===== src/rtl/debounce_pkg.sv =====
// Shared defaults and arbiter state type for the debounce scheduler.
package debounce_pkg;

  localparam int unsigned N_CH_DEF         = 4;
  localparam int unsigned TICK_DIV_DEF     = 25000;
  localparam int unsigned STABLE_TICKS_DEF = 10;

  typedef enum logic {
    IDLE    = 1'b0,
    PRESENT = 1'b1
  } arb_state_e;

endpackage


===== src/rtl/debounce_channel.sv =====
// One switch channel: 2-flop synchronizer, tick-based stability counter and
// debounced level; flags a commit combinationally on the committing tick.
module debounce_channel
  import debounce_pkg::*;
#(
  parameter int unsigned STABLE_TICKS = STABLE_TICKS_DEF
) (
  input  logic i_Clk,
  input  logic i_Rst,
  input  logic i_Switch,
  input  logic i_Tick,
  output logic o_State,
  output logic o_Commit_c,
  output logic o_Level_c
);

  localparam int unsigned CNT_W = 8;

  logic             sync1_q, sync1_d;
  logic             sync2_q, sync2_d;
  logic             state_q, state_d;
  logic [CNT_W-1:0] cnt_q, cnt_d;
  logic [CNT_W-1:0] cnt_inc;

  assign cnt_inc = cnt_q + CNT_W'(1);

  always_ff @(posedge i_Clk or posedge i_Rst) begin
    if (i_Rst) begin
      sync1_q <= 1'b0;
      sync2_q <= 1'b0;
      state_q <= 1'b0;
      cnt_q   <= '0;
    end else begin
      sync1_q <= sync1_d;
      sync2_q <= sync2_d;
      state_q <= state_d;
      cnt_q   <= cnt_d;
    end
  end

  // Counter only moves on ticks; any tick agreeing with the state restarts it.
  always_comb begin
    sync1_d    = i_Switch;
    sync2_d    = sync1_q;
    state_d    = state_q;
    cnt_d      = cnt_q;
    o_Commit_c = 1'b0;
    if (i_Tick) begin
      if (sync2_q != state_q) begin
        if (cnt_inc == CNT_W'(STABLE_TICKS)) begin
          state_d    = sync2_q;
          cnt_d      = '0;
          o_Commit_c = 1'b1;
        end else begin
          cnt_d = cnt_inc;
        end
      end else begin
        cnt_d = '0;
      end
    end
  end

  assign o_State   = state_q;
  assign o_Level_c = sync2_q;

endmodule


===== src/rtl/debounce_scheduler.sv =====
// Multi-channel switch debouncer with a shared sample prescaler and a
// round-robin valid/ready event arbiter with per-channel overflow flags.
module debounce_scheduler
  import debounce_pkg::*;
#(
  parameter int unsigned N_CH         = N_CH_DEF,
  parameter int unsigned TICK_DIV     = TICK_DIV_DEF,
  parameter int unsigned STABLE_TICKS = STABLE_TICKS_DEF
) (
  input  logic                    i_Clk,
  input  logic                    i_Rst,
  input  logic [N_CH-1:0]         i_Switch,
  output logic [N_CH-1:0]         o_State,
  output logic                    o_Evt_Valid,
  input  logic                    i_Evt_Ready,
  output logic [$clog2(N_CH)-1:0] o_Evt_Ch,
  output logic                    o_Evt_Press,
  output logic [N_CH-1:0]         o_Overflow,
  input  logic                    i_Ovf_Clr
);

  localparam int unsigned CH_W  = $clog2(N_CH);
  localparam int unsigned PRE_W = $clog2(TICK_DIV);

  logic [PRE_W-1:0] pre_q, pre_d;
  logic             tick_c;
  logic [N_CH-1:0]  commit_c, level_c;

  arb_state_e       state_q, state_d;
  logic [N_CH-1:0]  pend_q, pend_d;
  logic [N_CH-1:0]  dir_q, dir_d;
  logic [N_CH-1:0]  ovf_q, ovf_d;
  logic             valid_q, valid_d;
  logic [CH_W-1:0]  ch_q, ch_d;
  logic             press_q, press_d;
  logic [CH_W-1:0]  last_q, last_d;
  logic             gnt_vld_c;
  logic [CH_W-1:0]  gnt_c, cand_c;

  assign tick_c = (pre_q == PRE_W'(TICK_DIV - 1));

  always_comb begin
    pre_d = tick_c ? '0 : pre_q + PRE_W'(1);
  end

  for (genvar g = 0; g < N_CH; g++) begin : g_ch
    debounce_channel #(
      .STABLE_TICKS(STABLE_TICKS)
    ) u_ch (
      .i_Clk      (i_Clk),
      .i_Rst      (i_Rst),
      .i_Switch   (i_Switch[g]),
      .i_Tick     (tick_c),
      .o_State    (o_State[g]),
      .o_Commit_c (commit_c[g]),
      .o_Level_c  (level_c[g])
    );
  end

  always_ff @(posedge i_Clk or posedge i_Rst) begin
    if (i_Rst) begin
      pre_q   <= '0;
      state_q <= IDLE;
      pend_q  <= '0;
      dir_q   <= '0;
      ovf_q   <= '0;
      valid_q <= 1'b0;
      ch_q    <= '0;
      press_q <= 1'b0;
      last_q  <= CH_W'(N_CH - 1);
    end else begin
      pre_q   <= pre_d;
      state_q <= state_d;
      pend_q  <= pend_d;
      dir_q   <= dir_d;
      ovf_q   <= ovf_d;
      valid_q <= valid_d;
      ch_q    <= ch_d;
      press_q <= press_d;
      last_q  <= last_d;
    end
  end

  // Round-robin search starting just after the last accepted channel.
  always_comb begin
    gnt_vld_c = 1'b0;
    gnt_c     = '0;
    cand_c    = '0;
    for (int unsigned k = 1; k <= N_CH; k++) begin
      cand_c = CH_W'((32'(last_q) + k) % N_CH);
      if (!gnt_vld_c && pend_q[cand_c]) begin
        gnt_vld_c = 1'b1;
        gnt_c     = cand_c;
      end
    end
  end

  // Grant clears pend before commits are applied, so a same-cycle commit wins
  // and only a still-pending slot counts as overwritten.
  always_comb begin
    state_d = state_q;
    pend_d  = pend_q;
    dir_d   = dir_q;
    ovf_d   = i_Ovf_Clr ? '0 : ovf_q;
    valid_d = valid_q;
    ch_d    = ch_q;
    press_d = press_q;
    last_d  = last_q;
    case (state_q)
      IDLE: begin
        if (gnt_vld_c) begin
          state_d        = PRESENT;
          valid_d        = 1'b1;
          ch_d           = gnt_c;
          press_d        = dir_q[gnt_c];
          pend_d[gnt_c]  = 1'b0;
        end
      end
      PRESENT: begin
        if (valid_q && i_Evt_Ready) begin
          state_d = IDLE;
          valid_d = 1'b0;
          last_d  = ch_q;
        end
      end
      default: state_d = IDLE;
    endcase
    for (int unsigned c = 0; c < N_CH; c++) begin
      if (commit_c[c]) begin
        if (pend_d[c]) ovf_d[c] = 1'b1;
        pend_d[c] = 1'b1;
        dir_d[c]  = level_c[c];
      end
    end
  end

  assign o_Evt_Valid = valid_q;
  assign o_Evt_Ch    = ch_q;
  assign o_Evt_Press = press_q;
  assign o_Overflow  = ovf_q;

endmodule


===== config.mk =====
export PLATFORM = sky130hd
export DESIGN_NAME = debounce_scheduler
export DESIGN_NICKNAME = d
export VERILOG_FILES = /design/src/rtl/debounce_pkg.sv /design/src/rtl/debounce_channel.sv /design/src/rtl/debounce_scheduler.sv
export SDC_FILE = /design/constraint.sdc
export NUM_CORES = 1
export LEC_CHECK = 0
export CAP_MARGIN = 10
export CORE_ASPECT_RATIO = 2
export CORE_MARGIN = 3
export CORE_UTILIZATION = 40
export DETAILED_ROUTE_END_ITERATION = 12
export SYNTH_ARGS = -nofsm -noshare
export SYNTH_HDL_FRONTEND = slang
export SYNTH_SLANG_ARGS = --single-unit

===== constraint.sdc =====
create_clock -name i_Clk -period 3.4 [get_ports i_Clk]
set_clock_uncertainty 0.2 [all_clocks]
set_input_delay 0.68 -clock i_Clk [delete_from_list [all_inputs] [get_ports i_Clk]]
set_output_delay 0.68 -clock i_Clk [all_outputs]
set_load 0.01 [all_outputs]

# ---- Word level (Yosys, flattened, before mapping)
# Index checks and enable logic that the tools add are counted.
dict set report word_totals {
  regBits 78
  latchBits 0
  mem_bits_rw 0
  mem_bits_ro 0
  input_bits 8
  output_inout_bits 12
  wordCells 134
  mem_count 0
}
dict set report classes {
  addsub 9
  n_mul 0
  div_mod_pow 0
  order_cmp 6
  n_eq_ne 11
  shift 0
  muxes 62
  bitwise_logic 3
  n_reduce_logical 15
}
# op n
set op_table {}
lappend op_table {{2-to-1 mux 8 bit} 8}
lappend op_table {{2-to-1 mux 1 bit} 38}
lappend op_table {{adder 8 x 1 -> 8 bit (second input constant)} 4}
lappend op_table {{equality test 8 x 4 -> 1 bit (second input constant)} 4}
lappend op_table {{adder 15 x 1 -> 15 bit (second input constant)} 1}
lappend op_table {{equality test 15 bit (second input constant)} 1}
lappend op_table {{< comparator 2 x 3 -> 1 bit (second input constant)} 5}
lappend op_table {{2-to-1 mux 15 bit} 1}
lappend op_table {{2-to-1 mux 4 bit} 3}
lappend op_table {{AND reduction 3 bit} 4}
lappend op_table {{binary-select mux 1 bit (select 2 bit)} 5}
lappend op_table {{2-to-1 mux 2 bit} 4}
lappend op_table {{AND reduction 2 bit} 3}
lappend op_table {{logical AND 1 bit} 5}
lappend op_table {{adder 2 x 1 -> 2 bit (second input constant)} 2}
lappend op_table {{adder 2 bit (second input constant)} 2}
lappend op_table {{AND 4 bit} 1}
lappend op_table {{!= test 1 bit} 4}
lappend op_table {{inverter 4 bit} 1}
lappend op_table {{one-hot mux 1 bit (2 select lines)} 2}
lappend op_table {{logical NOT 1 bit} 3}
lappend op_table {{demux 1 bit (select 2 bit)} 1}
lappend op_table {{>= comparator 2 x 1 -> 1 bit (second input constant)} 1}
lappend op_table {{!= test 2 x 1 -> 1 bit (second input constant)} 1}
lappend op_table {{2 further kinds} 2}

# ---- Logic depth before layout (Yosys ltp)
dict set report depth {
  ltp_word 23
  mapped_depth 8
  mapped_depth_nobuf 6
}

# ---- By module
# From an unflattened synthesis, not the netlist that was laid out.
dict set report hier_totals {
  cells_unflattened 402
  hier_area_um2 4011.3
}
# module n_inst cells_each area_each_um2 seq_area_each_um2
set modules_own_cells {}
lappend modules_own_cells {debounce_channel 4 65 609.3 275.3}
lappend modules_own_cells {debounce_scheduler 1 142 1574.0 853.3}

# ---- Worst setup path after synthesis
# OpenSTA, ideal clock, no wires.
dict set report synth_path {
  path_type {flip-flop to flip-flop}
  start {register pre_q[6]}
  end {register dir_q[1]}
  setup_time_ps 125
  arrival_time_ps 2266
  t_required_ps 3075
  slack_ps 809
  stages_incl_launch_ff 6
  n_path_buf 1
  period_less_slack_ps 2591
  cell_sequence {dfrtp_1 or4_4 or4_1 buf_4 or3_4 mux2_4}
}
dict set report synth_between {
  elab_chain_len 2
}
# element line
set synth_rtl {}
lappend synth_rtl {{from (decl)} debounce_scheduler.sv:25} ;# logic [PRE_W-1:0] pre_q, pre_d;
lappend synth_rtl {{from (signal assigned)} debounce_scheduler.sv:72} ;# pre_q <= pre_d;
lappend synth_rtl {{equality test 15 bit} debounce_scheduler.sv:40} ;# assign tick_c = (pre_q == PRE_W'(TICK_DIV - 1));
lappend synth_rtl {{2-to-1 mux 1 bit} debounce_channel.sv:48} ;# if (i_Tick) begin
lappend synth_rtl {{to (signal assigned)} debounce_scheduler.sv:75} ;# dir_q <= dir_d;
lappend synth_rtl {{to (decl)} debounce_scheduler.sv:31} ;# logic [N_CH-1:0] dir_q, dir_d;
# No other way between the ends.
# A chain may end at the register's enable or synchronous reset.

# ---- Worst setup path in the final report
dict set report layout_path {
  start {register pre_q[6]}
  end {register g_ch[0].u_ch.cnt_q[3]}
}
dict set report layout_between {
  elab_chain_len 1
}
# element line
set layout_rtl {}
lappend layout_rtl {{equality test 15 bit} debounce_scheduler.sv:40}
lappend layout_rtl {{to (signal assigned)} debounce_channel.sv:37} ;# cnt_q <= cnt_d;
lappend layout_rtl {{to (decl)} debounce_channel.sv:22} ;# logic [CNT_W-1:0] cnt_q, cnt_d;
# No other way between the ends.

==> results.json <==
{
  "synth-seq-cells": 77,
  "post_drt_via_cell_ratio": 5.57,
  "fill_cells": 877,
  "slew_headroom": 0.628,
  "ant_nets": 0,
  "maxSlewViolCount": 0,
  "synthArstFlopShare": 1.00,
  "cts-buffers-inserted": 9,
  "drt_iter0_markers": 185,
  "hold_buffers": 0,
  "dpl.hpwl_microns": 5990,
  "postCtsSetupRepairBufs": 0,
  "num_rows": 49,
  "synth_area_sq_mm": 0.00380,
  "clkTransAtPathRegs_ns": 0.06,
  "finalSetupTns_ns": 0,
  "globalplace.congestion": 0.761,
  "core-area_sq_mm": 0.00914,
  "gr-max-usage-layer": "met2",
  "grt_usage": 0.165,
  "crit_required_ns": 3.45,
  "leakage_uw": 0.00191,
  "dr.pass1.iters": 5,
  "crit_path_cell_trace": "or4_4, or4_1, buf_4, nor2_1, nand2b_1, o211ai_1",
  "grt_start_max_net_pins": 44,
  "synth.avg_cell_area_sq_um": 9.72,
  "antenna_cells": 0,
  "overflow": 0,
  "cp_max_fo": 14,
  "cts.path.max_buffers": 2,
  "cts.sinks": 77,
  "synth.net_count": 408,
  "cap_violations": 0,
  "yosys_warnings": 0,
  "crit_slowest_cell": "or4_1",
  "yosys.area.top_type": "dfrtp_1",
  "syn_to_final_growth_pct": 15.5,
  "root_buffer": "clkbuf_16",
  "post_drt_wl_per_cell_microns": 15.3,
  "dr_total_vias": 2914,
  "outcome": "finished clean",
  "grt_use_met2": 0.301,
  "start_util": 0.416,
  "yosys.area.top_type_share": 0.494,
  "worst_pin_slew_ns": 0.554,
  "wirelength_microns": 8020,
  "yosys-top-cells-area": "dfrtp_1, nand2_1, o21ai_0",
  "rsz0062_at_grt": "no",
  "worstHoldPathType": "register to register",
  "clk_latency_ns": 0.33,
  "fmax_mhz": 332,
  "antenna_found_initial": 0,
  "post_cts_resized": 0,
  "synth_edf_count": 0,
  "grtUsageMet3": 0.0287,
  "yosysSeqAreaShare": 0.507,
  "powerDensity_mw_per_mm2": 416,
  "setup_viol": 0,
  "drive_gt1_frac": 0.0950,
  "die_h_microns": 144,
  "crit_path_max_incr_delay_ns": 0.80,
  "pre_cts_ws_ns": 0.381,
  "fin_crit_ns": 3.01,
  "num-nets-final": 433,
  "hold_ws_ns": 0.147,
  "met1_usage": 0.169,
  "die_area_sq_mm": 0.0108,
  "cts_tree": "yes",
  "ir_worst_vdd_uv": 298,
  "crit_arrival_ns": 3.06,
  "critPathKind": "register to register",
  "port_buffers": 19,
  "synth_cells": 391,
  "synth.distinct_cells": 45,
  "synth_ff_type": "dfrtp_1",
  "ctsHtreeMaxLevel": 3,
  "grt_pass1_wl_microns": 13400,
  "layout_setup_ws_ns": 0.392,
  "finalCritPeriodShare": 0.885,
  "die_w_microns": 74.9,
  "finalHoldViolCount": 0,
  "num_io_pins": 20,
  "end_kind": "register",
  "grt_pass1_vias": 2931,
  "crit_path_start_kind": "register",
  "drcViolationCount": 0
}
[flip-flops by register name (all words and copies together) (netlist names)]
name / flops
g_ch.u_ch.cnt_q: 32
pre_q: 15
dir_q: 4
g_ch.u_ch.o_Level_c: 4
g_ch.u_ch.sync1_q: 4
o_Overflow: 4
pend_q: 4
g_ch.u_ch.o_State: 3
last_q: 2
o_Evt_Ch: 2
o_Evt_Press: 1
o_Evt_Valid: 1
state_q: 1
[area by class of cell]
cell class | count | area, sq um | share of cell area
Sequential cell | 77 | 1930 | 0.439
Multi-Input combinational cell | 293 | 1780 | 0.406
Clock buffer | 14 | 254 | 0.0579
Timing Repair Buffer | 25 | 248 | 0.0564
Tap cell | 102 | 128 | 0.0291
Inverter | 10 | 37.5 | 0.00855
Clock inverter | 2 | 10.0 | 0.00228
[cell usage in the layout, fill, tap and decap left out, types with 5 or more instances in the layout]
master and n:
nor4_1 8, nand2_1 69, clkbuf_16 9, o21ai_0 41
nor3_1 6, mux2_2 9, nand2b_1 11, dfrtp_1 75
o22ai_1 8, nor2_1 28, and3_1 8, buf_4 5
xnor2_1 12, clkdlybuf4s50_1 19, inv_1 9, ha_1 9
xor2_1 18, nand3_1 20
[Yosys cell counts (9+ instances only)]
cell type   n
dfrtp_1    75
nand2_1    69
o21ai_0    41
nor2_1     28
nand3_1    20
xor2_1     18
xnor2_1    12
nand2b_1   11
inv_1      10
ha_1        9
mux2_2      9
[worst max-delay path: cells and delay by family, from the launching register on]
| family | cells | cell delay (ns) |
|---|---|---|
| AOI/OAI and AO/OA | 1 | 0.17 |
| DFF | 1 | 0.42 |
| and+or+nand+nor | 4 | 1.83 |
| buffers and inverters | 1 | 0.30 |
[final timing paths]
path	startpoint	to	slack, ns	cells past startpoint
max reg2reg	pre_q[6]	g_ch[0].u_ch.cnt_q[3]	0.39	6
max	pre_q[6]	g_ch[0].u_ch.cnt_q[3]	0.39	6
min reg2reg	g_ch[1].u_ch.sync1_q	g_ch[1].u_ch.o_Level_c	0.15	0
min in group asynchronous	i_Rst	pre_q[7]	0.42	2
max in group asynchronous	i_Rst	g_ch[3].u_ch.cnt_q[1]	1.99	3
min	g_ch[1].u_ch.sync1_q	g_ch[1].u_ch.o_Level_c	0.15	0
[where the power goes]
part	internal, uW	switching (uW)
clock	513	353
sequential	922	3.07
combinational	12.6	23.8
[kinds of logic after synthesis]
group                      after synthesis  synth area share
AOI/OAI and AO/OA                       70             0.110
xor gates and xnor gates                30            0.0691
adders and majority gates                9            0.0296
buffers and inverters                   21            0.0257
DFF                                     77             0.507
muxes                                   12            0.0359
and+or+nand+nor                        172             0.222
[metal layers]
layer | vias up | part of all wire
met5 | - | 0
met3 | 17 | 0.022
li1 | 1421 | -
met1 | 1432 | 0.39
met2 | 44 | 0.56
met4 | 0 | 0.029
[per-stage QoR]
stage	std cells	power, uW	utilization	cell area (sq um)
4_1_cts	523	1850	0.481	4390
3_3_place_gp	507	979	0.452	4130
5_1_grt	523	1900	0.481	4390
6_report	523	1830	0.481	4390
2_1_floorplan	391	958	-	3800
3_5_place_dp	507	980	0.452	4130
No activity file was read; power rests on OpenSTA's default activity.
